===== src/rtl/mem_bus_pkg.sv =====
// Shared types and constants for the CPU-to-memory bus bridge.
// FSM state encoding, address-region encoding and the fixed read-data
// values returned for timed-out and unmapped accesses.
package mem_bus_pkg;

   typedef enum logic [1:0] {
      IDLE     = 2'd0,
      RAM_RD   = 2'd1,
      PER_WAIT = 2'd2,
      DONE     = 2'd3
   } state_t;

   typedef enum logic [1:0] {
      RGN_RAM      = 2'd0,
      RGN_PER      = 2'd1,
      RGN_UNMAPPED = 2'd2
   } region_t;

   localparam logic [31:0] TIMEOUT_RDATA  = 32'hFFFF_FFFF;
   localparam logic [31:0] UNMAPPED_RDATA = 32'h0000_0000;

endpackage


===== src/rtl/mem_addr_decode.sv =====
// Combinational address decoder for the bus bridge.
// Ports:
//   addr    in  cpu_addr[31:8] (lower bits never affect the region)
//   region  out RGN_RAM for the 4 KiB RAM window, RGN_PER for the
//               256-byte peripheral window, RGN_UNMAPPED otherwise
module mem_addr_decode
   import mem_bus_pkg::*;
#(
   parameter logic [31:0] RAM_BASE = 32'h0000_0000,
   parameter logic [31:0] PER_BASE = 32'h8000_0000
) (
   input  logic [31:8] addr,
   output region_t     region
);

   always_comb begin
      region = RGN_UNMAPPED;
      if (addr[31:12] == RAM_BASE[31:12]) begin
         region = RGN_RAM;
      end else if (addr[31:8] == PER_BASE[31:8]) begin
         region = RGN_PER;
      end
   end

endmodule


===== src/rtl/mem_bus_bridge.sv =====
// Bridges a single-master CPU memory port onto a synchronous data RAM and
// a handshaked AES peripheral, stalling the core while an access is open.
// Ports:
//   clk, reset                     clock, async active-high reset
//   cpu_req/wr_ena/addr/w_data     core request
//   cpu_r_data, cpu_stall          core response
//   ram_we/addr/wdata, ram_rdata   data RAM (1-cycle read latency)
//   per_req/we/addr/wdata          peripheral request (registered)
//   per_rdata, per_ack             peripheral completion
//   bus_err                        sticky error, cleared only by reset
// Optional: define BRIDGE_TIMEOUT_EN to bound PER_WAIT by TIMEOUT_CYCLES.
//
// state    | meaning
// IDLE     | decode cpu_req; RAM writes and unmapped accesses finish here
// RAM_RD   | RAM read data returned to the core
// PER_WAIT | peripheral request held until per_ack (or timeout)
// DONE     | captured peripheral data returned, core released
module mem_bus_bridge
   import mem_bus_pkg::*;
#(
   parameter logic [31:0] RAM_BASE       = 32'h0000_0000,
   parameter logic [31:0] PER_BASE       = 32'h8000_0000,
   parameter logic [7:0]  TIMEOUT_CYCLES = 8'd255
) (
   input  logic        clk,
   input  logic        reset,
   input  logic        cpu_req,
   input  logic        cpu_wr_ena,
   input  logic [31:0] cpu_addr,
   input  logic [31:0] cpu_w_data,
   output logic [31:0] cpu_r_data,
   output logic        cpu_stall,
   output logic        ram_we,
   output logic [9:0]  ram_addr,
   output logic [31:0] ram_wdata,
   input  logic [31:0] ram_rdata,
   output logic        per_req,
   output logic        per_we,
   output logic [7:0]  per_addr,
   output logic [31:0] per_wdata,
   input  logic [31:0] per_rdata,
   input  logic        per_ack,
   output logic        bus_err
);

   state_t      state;
   region_t     rgn;
   logic [31:0] rd_q;
   logic        tmo_hit;
   logic        unused_addr_lsb;

   assign unused_addr_lsb = ^cpu_addr[1:0];

   mem_addr_decode #(
      .RAM_BASE (RAM_BASE),
      .PER_BASE (PER_BASE)
   ) u_decode (
      .addr   (cpu_addr[31:8]),
      .region (rgn)
   );

   assign ram_addr  = cpu_addr[11:2];
   assign ram_wdata = cpu_w_data;

   // Request-cycle outputs are combinational so RAM writes and unmapped
   // accesses complete with zero wait states; reset gates them so no
   // write can slip out while reset is asserted.
   always_comb begin
      cpu_stall  = 1'b0;
      ram_we     = 1'b0;
      cpu_r_data = UNMAPPED_RDATA;
      case (state)
         IDLE: begin
            if (cpu_req && !reset) begin
               case (rgn)
                  RGN_RAM: begin
                     ram_we    = cpu_wr_ena;
                     cpu_stall = !cpu_wr_ena;
                  end
                  RGN_PER:  cpu_stall = 1'b1;
                  default:  cpu_stall = 1'b0;
               endcase
            end
         end
         RAM_RD:   cpu_r_data = ram_rdata;
         PER_WAIT: cpu_stall  = 1'b1;
         DONE:     cpu_r_data = rd_q;
         default:  cpu_stall  = 1'b0;
      endcase
   end

`ifdef BRIDGE_TIMEOUT_EN
   logic [7:0] tmo_cnt;

   // Counts completed PER_WAIT cycles; the hit fires on the cycle that
   // would bring the count to TIMEOUT_CYCLES.
   always_ff @(posedge clk or posedge reset) begin
      if (reset) begin
         tmo_cnt <= 8'd0;
      end else if (state == IDLE && cpu_req && rgn == RGN_PER) begin
         tmo_cnt <= 8'd0;
      end else if (state == PER_WAIT) begin
         tmo_cnt <= tmo_cnt + 8'd1;
      end
   end

   assign tmo_hit = (state == PER_WAIT) && !per_ack &&
                    ((tmo_cnt + 8'd1) == TIMEOUT_CYCLES);
`else
   localparam logic [7:0] unused_timeout = TIMEOUT_CYCLES;
   assign tmo_hit = 1'b0;
`endif

   always_ff @(posedge clk or posedge reset) begin
      if (reset) begin
         state     <= IDLE;
         per_req   <= 1'b0;
         per_we    <= 1'b0;
         per_addr  <= 8'd0;
         per_wdata <= 32'd0;
         rd_q      <= 32'd0;
         bus_err   <= 1'b0;
      end else begin
         case (state)
            IDLE: begin
               if (cpu_req) begin
                  case (rgn)
                     RGN_RAM: begin
                        if (!cpu_wr_ena) state <= RAM_RD;
                     end
                     RGN_PER: begin
                        state     <= PER_WAIT;
                        per_req   <= 1'b1;
                        per_we    <= cpu_wr_ena;
                        per_addr  <= {cpu_addr[7:2], 2'b00};
                        per_wdata <= cpu_w_data;
                     end
                     default: bus_err <= 1'b1;
                  endcase
               end
            end
            RAM_RD: state <= IDLE;
            PER_WAIT: begin
               if (per_ack) begin
                  rd_q    <= per_rdata;
                  per_req <= 1'b0;
                  per_we  <= 1'b0;
                  state   <= DONE;
               end else if (tmo_hit) begin
                  rd_q    <= TIMEOUT_RDATA;
                  bus_err <= 1'b1;
                  per_req <= 1'b0;
                  per_we  <= 1'b0;
                  state   <= DONE;
               end
            end
            DONE:    state <= IDLE;
            default: state <= IDLE;
         endcase
      end
   end

endmodule


===== config.mk =====
export PLATFORM = sky130hd
export DESIGN_NAME = mem_bus_bridge
export DESIGN_NICKNAME = d
export VERILOG_FILES = /design/src/rtl/mem_bus_pkg.sv /design/src/rtl/mem_addr_decode.sv /design/src/rtl/mem_bus_bridge.sv
export SDC_FILE = /design/constraint.sdc
export NUM_CORES = 1
export LEC_CHECK = 0
export BUFFER_PORTS_ARGS = -buffer_cell sky130_fd_sc_hd__buf_2
export CORE_MARGIN = 10
export CORE_UTILIZATION = 43
export CTS_BUF_LIST = sky130_fd_sc_hd__clkbuf_8
export CTS_CLUSTER_SIZE = 30
export DETAILED_ROUTE_END_ITERATION = 8
export GPL_TIMING_DRIVEN = 0
export PLACE_DENSITY = 0.79
export SYNTH_ARGS = -nofsm -noshare
export SYNTH_HDL_FRONTEND = slang
export SYNTH_SLANG_ARGS = --single-unit

===== constraint.sdc =====
create_clock -name clk -period 2.1 [get_ports clk]
set_input_delay 0 -clock clk [delete_from_list [all_inputs] [get_ports clk]]
set_output_delay 0 -clock clk [all_outputs]
set_load 0.005 [all_outputs]

======== After elaboration in Yosys (flattened, before gate mapping) ========
Cells that the tools add are included.
word-level totals
  word-level logic and storage cells ...... 53
  input bits .............................. 133
  register bits ........................... 75
  output and inout bits ................... 119
cells by class
  reductions and logical operators ........ 14
  bitwise logic cells ..................... 1
  mux-type cells .......................... 21
  eq/ne operators ......................... 10
operator list
  operator                                                                 count
  32-bit one-hot mux with 2 select lines                                   1
  24-bit == test, second input constant                                    1
  20-bit zero test                                                         1
  2-bit two-way mux                                                        5
  1-bit two-way mux                                                        9
  1-bit one-hot mux with 2 select lines                                    4
  4-bit AND reduction                                                      2
  2-bit one-hot mux with 3 select lines                                    1
  3-bit AND reduction                                                      2
  2-bit by 1-bit == test with 1-bit output, second input constant          2
  2-bit == test, second input constant                                     2
  2-bit zero test                                                          2
  2-bit inequality test, second input constant                             2
  2-bit one-hot mux with 2 select lines                                    1
  2-bit OR reduction                                                       2
  3-bit by 1-bit inequality test with 1-bit output, second input constant  1
  3-bit inequality test, second input constant                             1
  1-bit zero test                                                          2
  2-bit by 1-bit inequality test with 1-bit output, second input constant  1
  2-bit AND reduction                                                      1
  2-bit nonzero test                                                       1
  1-bit logical AND                                                        1
  1-bit inverter                                                           1

======== Logic depth before layout (Yosys ltp) ========
Gate-level depths: netlist of the first run.
  depth after elaboration ................. 7
  depth in mapped cells ................... 6
  depth with buffers taken out ............ 4

======== Modules after synthesis ========
From an unflattened synthesis of the first run, not the netlist that was laid out.
unflattened totals
  cell total of the unflattened synthesis .. 302
  area total of the unflattened synthesis .. 4,022.6 um^2
by module, submodules not included
  module           sequential area each (um^2)  area each (um^2)  times used  cells an instance
  mem_bus_bridge   1,876.8                      3,931.3           1           291
  mem_addr_decode  0.0                          91.3              1           11

======== Worst setup path after synthesis of the first run ========
No wires, ideal clock.
  kind .................................... register -> register
  start ................................... reg state[1]
  end ..................................... reg per_addr[5]
  cell stages (with the launch flop) ...... 7
  data required time ...................... 1.975 ns
  data arrival time ....................... 1.514 ns
  clock period less this slack ............ 1.639 ns
  buffers on the path ..................... 2
  library setup time ...................... 0.125 ns
  setup slack ............................. 0.461 ns
  cell sequence ........................... dfrtp_1 -> buf_2 -> inv_1 -> nand3_1 -> nor4_4 -> buf_6 -> mux2_2
between the ends
  cells in the longest elaborated chain, start to end .. 2
RTL lines
  what                                  line                   source
  start, declared                       mem_bus_bridge.sv:46   state_t state;
  start signal, assigned                mem_bus_bridge.sv:116  state <= IDLE;
  start signal, assigned                mem_bus_bridge.sv:129  if (!cpu_wr_ena) state <= RAM_RD;
  start signal, assigned                mem_bus_bridge.sv:132  state <= PER_WAIT;
  2-bit zero test                       mem_bus_bridge.sv:124  case (state)
  3-bit AND reduction (no source line)  --
  end signal, assigned                  mem_bus_bridge.sv:135  per_addr <= {cpu_addr[7:2], 2'b00};
  end, declared                         mem_bus_bridge.sv:39   output logic [7:0] per_addr,
Every way passes these cells.
A chain may end at the register's enable or synchronous reset.

======== Worst setup path after layout of the first run ========
  start ................................... reg state[1]
  end ..................................... out cpu_r_data[28]
between the ends
  cells in the longest elaborated chain, start to end .. 2
  elaborated cells on any way between the ends .. 3
  those cells by class .................... eq/ne (2); mux (1)
RTL lines
  what                                                                              line                  source
  2-bit == test / 2-bit by 1-bit == test with 1-bit output (equally long branches)  mem_bus_bridge.sv:72  case (state)
  32-bit one-hot mux with 2 select lines (*)                                        mem_bus_bridge.sv:72
  end, declared                                                                     mem_bus_bridge.sv:31  output logic [31:0] cpu_r_data,
Mark *: on every way between the ends. The rest lies on a longest branch, timed or not.

==> summary.txt, run 1 <==
Placement
  – Hpwl dp: between 10000 and 15000 microns
  – Total placed cells including tap cells: between 600 and 700
  – Global placement routability congestion: 0.760
  – PortBufs: ~250

Logic synthesis
  – Asr flop ratio synth: 1.00
  – Yosys warns: 0
  – EDFF count, synth: 0
  – Mapped cell area: 0.00379 sq mm
  – Synth Register Bits: 75
  – Yosys cell types: 32
  – Syn Inst Count: 306
  – Syn avg cell area: between 10 and 15 sq um
  – Part of the Yosys area used for sequential elements: 0.495
  – Main flop type after synthesis: dfrtp_1

CTS
  – Buffer depth of the longest clock path: 2
  – CTS tree: done
  – Clk root buf: clkbuf_8
  – Post-CTS setup buffer count: 0
  – Clk slew on worst S/H paths: about 0.08 ns
  – # clock sinks: 75
  – H-tree depth: 3
  – CTS buffer count: 9
  – Clk_lat worst skew: 0.33 ns

Worst setup path
  – CP required: around 2.1 ns
  – Worst Setup Start Kind: flop
  – Worst-path fanout max: 10
  – Setup Crit Path Kind: reg2out
  – Crit. End Element: output port
  – Worst EP arrival: just under 2 ns

Pwr
  – Static Leak: 3.35 nW
  – Cell Int Power: roughly 3.1 mW
  – Logic pwr share: 0.204
  – Clock group share of total power: 0.350
  – Pwr Density: 651 mW/mm^2
  – Net Sw Frac: 0.237
  – Sw Pwr: 953 uW
  – Worst VDD drop: ~480 uV
  – Sequential Power Share: 0.446

Layout
  – Footprint of the multi-input gates: 0.00148 sq mm
  – # fillers: roughly 630
  – Synthesis-to-layout area growth: 63.2%
  – Final non-filler cell total: 753
  – Final nets: 772
  – Fraction of layout cells with a size suffix above 1: 0.599
  – Reg area: 0.00188 sq mm
  – Final Core Density: 0.716

GRT
  – First-pass GRT wire length: 21400 microns
  – Total global-route track usage: 0.206
  – Vias in the first global route: 4236
  – Total gr overflow: 0
  – Largest net degree at the start of global routing: 40
  – Initial antenna violation count: 1

Die
  – Die W: 114 microns
  – # IOs: 252
  – Initial Utilization: 0.439
  – Rows: 34
  – Die H: 114 microns
  – Die area: approximately 0.013 sq mm
  – Core ar.: between 0.008 and 0.009 sq mm

STA
  – RSZ-0062 raised after global routing: no
  – Final Slew Violations: 0
  – Clock Skews: 0.0114 ns
  – Final setup viols: 0
  – Final hold viol count: 0
  – Slew HR: 0.521
  – Final period util: 0.934
  – Worst Tran Pin Value: slightly above 0.7 ns
  – FMAX: 510 MHz
  – Fin crit period: 1.96 ns
  – Setup TNS: 0 ns

Min path
  – Hold WC Path Type: in2reg

Drt
  – Antenna Nets Post-Route: 0
  – DR WL/cell: 18.6 microns
  – DR iter-0 viols: 131
  – TritonRoute pass-1 iters: 4
  – Via density: 4.78
  – DRC Markers: 0
  – Post-Route WL: approximately 14000 microns
  – Via Count: 3603

Status
  – Status: finished clean

Flow run
  – Max-cap check violation count: 0
-- what timing repair did --
| action | CTS | global route |
|---|---|---|
| setup endpoints to repair | 0 | 9 |
| hold buffers | 73 | 0 |
| gates resized for setup | 0 | 2 |
| hold endpoints to repair | 110 | 0 |
-- kinds of logic (layout without fill, tap and decap cells) --
logic type	after synthesis	in the layout	share of synthesized area
compound gates	9	9	0.0165
buf+inv	63	400	0.114
flops	75	75	0.495
mux	103	103	0.303
other cells	1	3	0.000989
simple gates	55	55	0.0700
-- through the flow --
step / instance area [sq um] / power [mW] / setup WS, ns / hold WS [ns]
after floorplan: 3790 / 2.21 / 0.190 / 0.0808
after global placement: 5160 / 2.47 / -0.739 / 0.232
after detailed placement: 5190 / 2.53 / -0.0150 / 0.0872
after CTS: 6180 / 4.05 / 0.0373 / 0.101
after global routing: 6180 / 4.21 / 0.0100 / 0.130
final: 6180 / 4.02 / 0.139 / 0.107
-- per-layer routing --
layer / share of wire / GRT usage
met2: 0.54 / 0.388
met1: 0.35 / 0.192
met4: 0.029 / 0.0877
met3: 0.082 / 0.0829
met5: 0 / 0
-- Yosys cell counts, drive strengths merged, types with 2 or more instances --
master	n	area [sq um]
buf	52	392
clkbuf	6	22.5
dfrtp	75	1880
inv	5	18.8
mux2	70	818
mux2i	33	330
nand2	3	11.3
nand3	2	10.0
nand4	2	12.5
nor2	36	135
nor3	2	10.0
nor4	5	46.3
o21ai	3	15.0
or4	2	18.8
-- critical path: stages (launching register included) --
cell and delay [ns]:
dfrtp_1 0.33, buf_2 0.24, buf_1 0.58, mux2i_1 0.27
nor2_1 0.06, buf_2 0.15
-- cell usage in the layout (no fill, tap or decap), types with 2 or more instances in the layout --
cell           netlist  final
buf_2                1    248
buf_4               44     44
buf_6                4      4
bufinv_16            0      3
clkbuf_1             6      6
clkbuf_2             0      2
clkbuf_8             0     12
conb_1               1      2
dfrtp_1             75     75
dlygate4sd3_1        0     73
inv_1                4      3
mux2_1               4      4
mux2_2              58     58
mux2_4               8      8
mux2i_1             33     33
nand2_1              3      3
nand3_1              2      2
nand4_1              2      2
nor2_1              36     36
nor3_1               2      2
nor4_1               4      4
o21ai_0              3      3
-- power groups by stage --
stage / Sequential (mW) / Combinational, mW / Clock (mW)
final: 1.80 / 0.821 / 1.41
after global routing: 1.82 / 0.897 / 1.50
after CTS: 1.79 / 0.817 / 1.44
after detailed placement: 1.82 / 0.708 / 0
after global placement: 1.80 / 0.671 / 0
after floorplan: 1.77 / 0.439 / 0
-- final timing paths --
check,from,end,slack [ns],cells after the start
worst max-delay path,state[1],cpu_r_data[28],0.14,5
worst min-delay path,cpu_req,bus_err,0.11,3
worst max register to register,state[1],per_wdata[11],0.23,6
worst min register to register,state[0],state[1],0.47,1
max in group asynchronous,reset,rd_q[30],1.24,4
min in group asynchronous,reset,per_wdata[23],0.28,3
-- registers in the layout, indices dropped and copies added, names as in the netlist --
name / cells
per_wdata: 32
rd_q: 32
per_addr: 6
state: 2
bus_err: 1
per_req: 1
per_we: 1
-- area by class of cell --
| class | instances | area share |
|---|---|---|
| plain buffers | 58 | 0.0674 |
| clock buffers | 12 | 0.0267 |
| inverters | 5 | 0.00344 |
| flip-flops and latches | 75 | 0.304 |
| diodes | 1 | 0.000405 |
| repair buffers | 321 | 0.321 |
| clock inverters | 4 | 0.0154 |
| multi-input cells | 169 | 0.240 |
| well taps | 108 | 0.0219 |
Note: power is estimated with default switching activity, not from simulation.
==> run 2: changes to the inputs <==
--- a/config.mk
+++ b/config.mk
@@ -13,6 +13,7 @@
 export DETAILED_ROUTE_END_ITERATION = 8
 export GPL_TIMING_DRIVEN = 0
 export PLACE_DENSITY = 0.79
+export SETUP_SLACK_MARGIN = 0.2
 export SYNTH_ARGS = -nofsm -noshare
 export SYNTH_HDL_FRONTEND = slang
 export SYNTH_SLANG_ARGS = --single-unit
==> run 2 against run 1 <==
Combinational power grew 2%. Clock power fell by 32%. Via count increased by 2.1%. Register-to-register slack gained 0.17 ns. Critical endpoint is now cpu_r_data[8]. Highest routed layer unchanged.
==> summary.txt, run 2 (same netlist as run 1, synthesis figures left out) <==
Drt
  – TritonRoute pass-1 iters: 4
  – DR iter-0 viols: 157
  – Via density: 4.87
  – DR WL/cell: 18.9 microns
  – Via Count: 3679
  – DRC Markers: 0
  – Antenna Nets Post-Route: 0
  – Post-Route WL: between 10000 and 15000 microns

Worst setup path
  – Worst path slowest cell: buf_2
  – Worst setup path startpoint: state[1]
  – RR Endpoint: rd_q[16]
  – Worst EP arrival: 1.74 ns
  – FF-to-FF path depth: 4
  – Setup Crit Path Kind: reg2out
  – R2R setup slack: 0.40 ns
  – Worst Setup Start Kind: flop
  – Crit path cell chain: buf_2, buf_2, mux2i_1, nor2_1, buf_2
  – Most common cell on crit path: buf_2
  – Crit path largest cell delay: between 0.3 and 0.4 ns
  – Worst reg2reg path startpoint: state[1]
  – Crit. End Element: output port
  – CP required: between 2 and 2.5 ns
  – Worst-path fanout max: 10

CTS
  – Clk slew on worst S/H paths: 0.07 ns
  – CTS tree: done
  – Clk root buf: clkbuf_8
  – CTS buffer count: 9
  – # clock sinks: 75
  – Clk_lat worst skew: 0.33 ns
  – Buffer depth of the longest clock path: 2
  – H-tree depth: 3

STA
  – Final hold viol count: 0
  – Fin crit period: 1.74 ns
  – Worst Tran Pin Value: 0.591 ns
  – Final setup viols: 0
  – Final period util: 0.830
  – RSZ-0062 raised after global routing: no
  – FMAX: 573 MHz
  – Slew HR: 0.605
  – Worst setup margin: 0.356 ns
  – Setup TNS: 0 ns
  – Final Slew Violations: 0
  – Clock Skews: approximately 0.011 ns

GRT
  – First-pass GRT wire length: 21900 microns
  – Initial antenna violation count: 1
  – Vias in the first global route: 4228
  – Largest net degree at the start of global routing: 30
  – Total global-route track usage: 0.212
  – Total gr overflow: 0

Placement
  – PortBufs: 247
  – Hpwl dp: 10200 microns
  – Placed Area: 0.00522 sq mm
  – Pre-CTS WS: -0.00219 ns
  – Global placement routability congestion: around 0.80

Pwr
  – Worst VDD drop: 386 uV
  – Static Leak: 3.35 nW
  – Pwr Density: 585 mW/mm^2

Min path
  – Worst Hold Endpoint: bus_err
  – WHS Path Cells: 3
  – Hold path start: cpu_req
  – Hold WC Path Type: in2reg

Flow run
  – Max-cap check violation count: 0

Layout
  – Most frequent cells in the layout: buf_2, dfrtp_1, dlygate4sd3_1, mux2_2, buf_4
  – Finished Cell Area: between 0.006 and 0.007 sq mm
  – Most common cell after layout, fill and taps aside: buf_2
  – Synthesis-to-layout area growth: 61.9%
  – Reg area: 0.00188 sq mm
  – # fillers: 615
  – Final nets: 775
  – Largest registers: per_wdata: 32 flops, rd_q: 32 flops, per_addr: 6 flops
  – Fraction of layout cells with a size suffix above 1: 0.607
  – Footprint of the multi-input gates: 0.00149 sq mm

Status
  – Status: finished clean

Die
  – Die H: 114 microns
  – Core ar.: 0.00864 sq mm
  – Die W: 114 microns
  – Die area: 0.0130 sq mm
  – Initial Utilization: 0.439
  – Rows: 34
  – # IOs: 252
run 2: cell types whose count changed in the layout (fill, tap and decap cells not counted), sizes merged:
cell / delta
clkinv: +2
clkinvlp: +1
clkbuf: -4
buf: +5
inv: +1
bufinv: -3
run 2: cell type report:
cell class / count / share of cell area
Timing Repair Buffer: 324 / 0.331
Sequential cell: 75 / 0.306
Multi-Input combinational cell: 169 / 0.243
Buffer: 58 / 0.0687
Clock buffer: 10 / 0.0224
Tap cell: 108 / 0.0220
Clock inverter: 5 / 0.00367
Inverter: 5 / 0.00367
Antenna cell: 1 / 0.000408
run 2: power breakdown:
group          switching (mW)  internal, mW
registers               0.134          1.67
logic                   0.316         0.519
clock network           0.510         0.441
total                   0.960          2.63
run 2: critical path, delay by kind of cell, from the launching register on:
kind,cells,cell delay [ns]
buffers and inverters,3,0.75
DFF,1,0.33
and+or+nand+nor,1,0.07
muxes,1,0.27
run 2: through the flow:
| stage | total power [mW] | util | instances | hold WS, ns |
|---|---|---|---|---|
| floorplan | 2.21 | - | 307 | 0.0808 |
| global placement | 2.47 | 0.599 | 662 | 0.232 |
| detailed placement | 2.54 | 0.604 | 664 | 0.113 |
| CTS | 3.60 | 0.710 | 754 | 0.0145 |
| global route | 3.77 | 0.711 | 755 | 0.0647 |
| finish | 3.59 | 0.711 | 755 | 0.0384 |
run 2: routing by layer:
layer	up-vias	GRT usage	share of wire
met2	182	0.386	0.53
li1	1687	-	-
met4	0	0.0969	0.030
met1	1780	0.204	0.34
met3	30	0.0840	0.097
met5	-	0	0
run 2: worst max-delay path by stage:
stage | endpoint | slack (ns) | cells after the start
finish | cpu_r_data[8] | 0.36 | 5
global route | cpu_r_data[11] | 0.26 | 5
CTS | per_wdata[30] | 0.23 | 7
detailed placement | per_wdata[10] | -0.002 | 6
global placement | per_wdata[6] | 0.005 | 6
floorplan | per_addr[5] | 0.46 | 6
run 2: repair_timing:
item | in CTS | in global routing
pin swaps | 1 | 1
setup buffers | 2 | 0
hold buffers | 73 | 0
cloned | 0 | 0
endpoints found under the hold margin | 93 | 0
resized for setup | 4 | 7
setup endpoints to repair | 66 | 65
==> run 3: changes to the inputs <==
--- a/config.mk
+++ b/config.mk
@@ -5,14 +5,15 @@
 export SDC_FILE = /design/constraint.sdc
 export NUM_CORES = 1
 export LEC_CHECK = 0
+export ABC_AREA = 1
 export BUFFER_PORTS_ARGS = -buffer_cell sky130_fd_sc_hd__buf_2
 export CORE_MARGIN = 10
-export CORE_UTILIZATION = 43
+export CORE_UTILIZATION = 44
 export CTS_BUF_LIST = sky130_fd_sc_hd__clkbuf_8
 export CTS_CLUSTER_SIZE = 30
 export DETAILED_ROUTE_END_ITERATION = 8
 export GPL_TIMING_DRIVEN = 0
-export PLACE_DENSITY = 0.79
+export PLACE_DENSITY = 0.8
 export SETUP_SLACK_MARGIN = 0.2
 export SYNTH_ARGS = -nofsm -noshare
 export SYNTH_HDL_FRONTEND = slang
==> constraint.sdc (replaced) <==
create_clock -name clk -period 1.79 [get_ports clk]
set_input_delay 0 -clock clk [delete_from_list [all_inputs] [get_ports clk]]
set_output_delay 0 -clock clk [all_outputs]
set_load 0.005 [all_outputs]
==> run 3 against run 2 <==
Sequential power increased by 21%. Clock skew decreased by 0.0024 ns. First-iteration DRC count increased to 3.2 times the previous value. Synthesized cell count increased by 58%. Via count increased by 28%. Highest routed layer unchanged. Total power increased by 51%. Die area decreased by 0.19%. Count of clock-buffer cells in the layout increased by 1. Worst setup slack got worse by 0.13 ns. Sequential share of layout area decreased by 1.0 points. Core utilization increased by 2.5 points.
==> summary.txt, run 3 <==
STA
  – Final hold viol count: 0
  – Setup TNS: 0 ns
  – Hold slack: 0.171 ns
  – Final setup viols: 0
  – RSZ-0062 raised after global routing: yes
  – Fin crit period: ~1.6 ns
  – FMAX: between 600 and 700 MHz
  – Final period util: 0.871
  – Worst setup margin: around 0.23 ns
  – Final Slew Violations: 0
  – Clock Skews: 0.00866 ns

Drt
  – DRC Markers: 0
  – Antenna Nets Post-Route: 0
  – Via density: between 5 and 6
  – TritonRoute pass-1 iters: 7
  – DR iter-0 viols: 510
  – Via Count: 4720
  – Post-Route WL: approximately 17000 microns
  – DR WL/cell: 18.3 microns

Logic synthesis
  – Top post-synthesis cells by count: nand2_1, nand3_1, dfrtp_1, buf_4, nor2_1
  – Syn avg cell area: 7.99 sq um
  – Top cell type by total area after synthesis: dfrtp_1
  – Top-count cell post-synth: nand2_1
  – Synth area leaders: dfrtp_1, nand3_1, nand2_1
  – Syn Inst Count: 484
  – Asr flop ratio synth: 1.00
  – Yosys warns: 0
  – Main flop type after synthesis: dfrtp_1
  – EDFF count, synth: 0
  – Synth top area share: 0.485
  – Mapped cell area: roughly 0.0039 sq mm
  – Yosys cell types: 23
  – Synth Register Bits: 75
  – Part of the Yosys area used for sequential elements: 0.485

Worst setup path
  – Crit path largest cell delay: 0.46 ns
  – Worst Setup Start Kind: flop
  – Crit. End Element: output port
  – Setup Crit Path Kind: reg2out
  – Crit path cell chain: buf_4, nand2_2, buf_4, o21ai_1, buf_2
  – CP required: 1.79 ns
  – Worst EP arrival: 1.56 ns
  – Worst-path fanout max: 10
  – Worst path slowest cell: dfrtp_2
  – Most common cell on crit path: buf_4

CTS
  – Buffer depth of the longest clock path: 2
  – # clock sinks: 75
  – Clk slew on worst S/H paths: 0.07 ns
  – Clk root buf: clkbuf_8
  – CTS tree: done
  – H-tree depth: 3
  – CTS buffer count: 9
  – Clk_lat worst skew: around 0.33 ns

GRT
  – Total global-route track usage: 0.249
  – Initial antenna violation count: 1
  – Vias in the first global route: 5088
  – Largest net degree at the start of global routing: 45
  – First-pass GRT wire length: 26300 microns
  – Total gr overflow: 0

Layout
  – Synthesis-to-layout area growth: 64.2%
  – # fillers: 623
  – Fraction of layout cells with a size suffix above 1: 0.429
  – Most frequent cells in the layout: buf_2, nand2_1, nand3_1, dfrtp_1, dlygate4sd3_1
  – Final Core Density: 0.736
  – Final nets: 956
  – Largest registers: per_wdata: 32 flops, rd_q: 32 flops, per_addr: 6 flops
  – Most common cell after layout, fill and taps aside: buf_2
  – Final non-filler cell total: 937

Placement
  – Hpwl dp: 11300 microns
  – PortBufs: between 200 and 250
  – Pre-CTS WS: 0.0693 ns
  – Global placement routability congestion: 0.857
  – Total placed cells including tap cells: 841

Pwr
  – Worst VDD drop: 441 uV
  – Pwr Density: between 800 and 900 mW/mm^2
  – Static Leak: 3.75 nW

Flow run
  – Max-cap check violation count: 0

Min path
  – Hold WC Path Type: in2reg

Status
  – Status: finished clean

Die
  – Die area: 0.0129 sq mm
  – # IOs: 252
  – Rows: 34
  – Die H: roughly 110 microns
  – Core ar.: 0.00864 sq mm
  – Die W: roughly 110 microns
  – Initial Utilization: 0.448
## run 3: power by group
part,internal [mW],switching (mW)
registers,2.05,0.141
clock network,0.561,0.575
logic,0.921,1.19
## run 3: logic make-up after synthesis
logic type             after synthesis  share of synthesized area
AND/OR/NAND/NOR                    238                      0.265
buffers and inverters              106                      0.155
flip-flops                          75                      0.485
AO/OA/AOI/OAI                       58                     0.0760
multiplexers                         6                     0.0175
other                                1                   0.000969
## run 3: what timing repair did
item	CTS	global route
gates cloned	0	1
endpoints found under the hold margin	105	0
setup buffers	0	3
hold buffers	75	0
endpoints found under the setup margin	54	84
gates resized for setup	30	44
## run 3: final cells by class
type                    instances  area, sq um  share of cell area
repair buffers                327         2060               0.325
flip-flops and latches         75         1880               0.296
multi-input cells             304         1420               0.223
plain buffers                  72          548              0.0863
clock buffers                  11          151              0.0238
well taps                     108          135              0.0213
inverters                      34          134              0.0211
clock inverters                 5         21.3             0.00335
diodes                          1         2.50            0.000394
## run 3: final timing paths
kind / start / to / slack, ns / cells past startpoint
worst max-delay path: state[0] / cpu_r_data[21] / 0.23 / 5
worst min-delay path: cpu_addr[28] / per_we / 0.17 / 8
worst max register to register: state[0] / per_wdata[22] / 0.30 / 8
worst min register to register: per_wdata[20] / per_wdata[20] / 0.47 / 2
max in group asynchronous: reset / per_wdata[18] / 1.23 / 4
min in group asynchronous: reset / state[0] / 0.37 / 4
## run 3: critical path: cells and delay by family (launching register included)
family / cells / cell delay, ns
DFF: 1 / 0.46
buffers and inverters: 3 / 0.49
AOI/OAI and AO/OA: 1 / 0.18
and+or+nand+nor: 1 / 0.09
## run 3: through the flow
step                      instance area (sq um)  power, mW
after floorplan                            3880       3.18
after global placement                     5250       3.77
after detailed placement                   5270       3.86
after CTS                                  6250       5.22
after global routing                       6350       5.78
final                                      6350       5.43
## run 3: per-layer routing
| layer | vias up | wire length (microns) | GRT usage |
|---|---|---|---|
| li1 | 2188 | - | - |
| met1 | 2140 | 6120 | 0.264 |
| met2 | 344 | 8420 | 0.427 |
| met3 | 48 | 2070 | 0.100 |
| met4 | 0 | 502 | 0.113 |
| met5 | - | 0 | 0 |
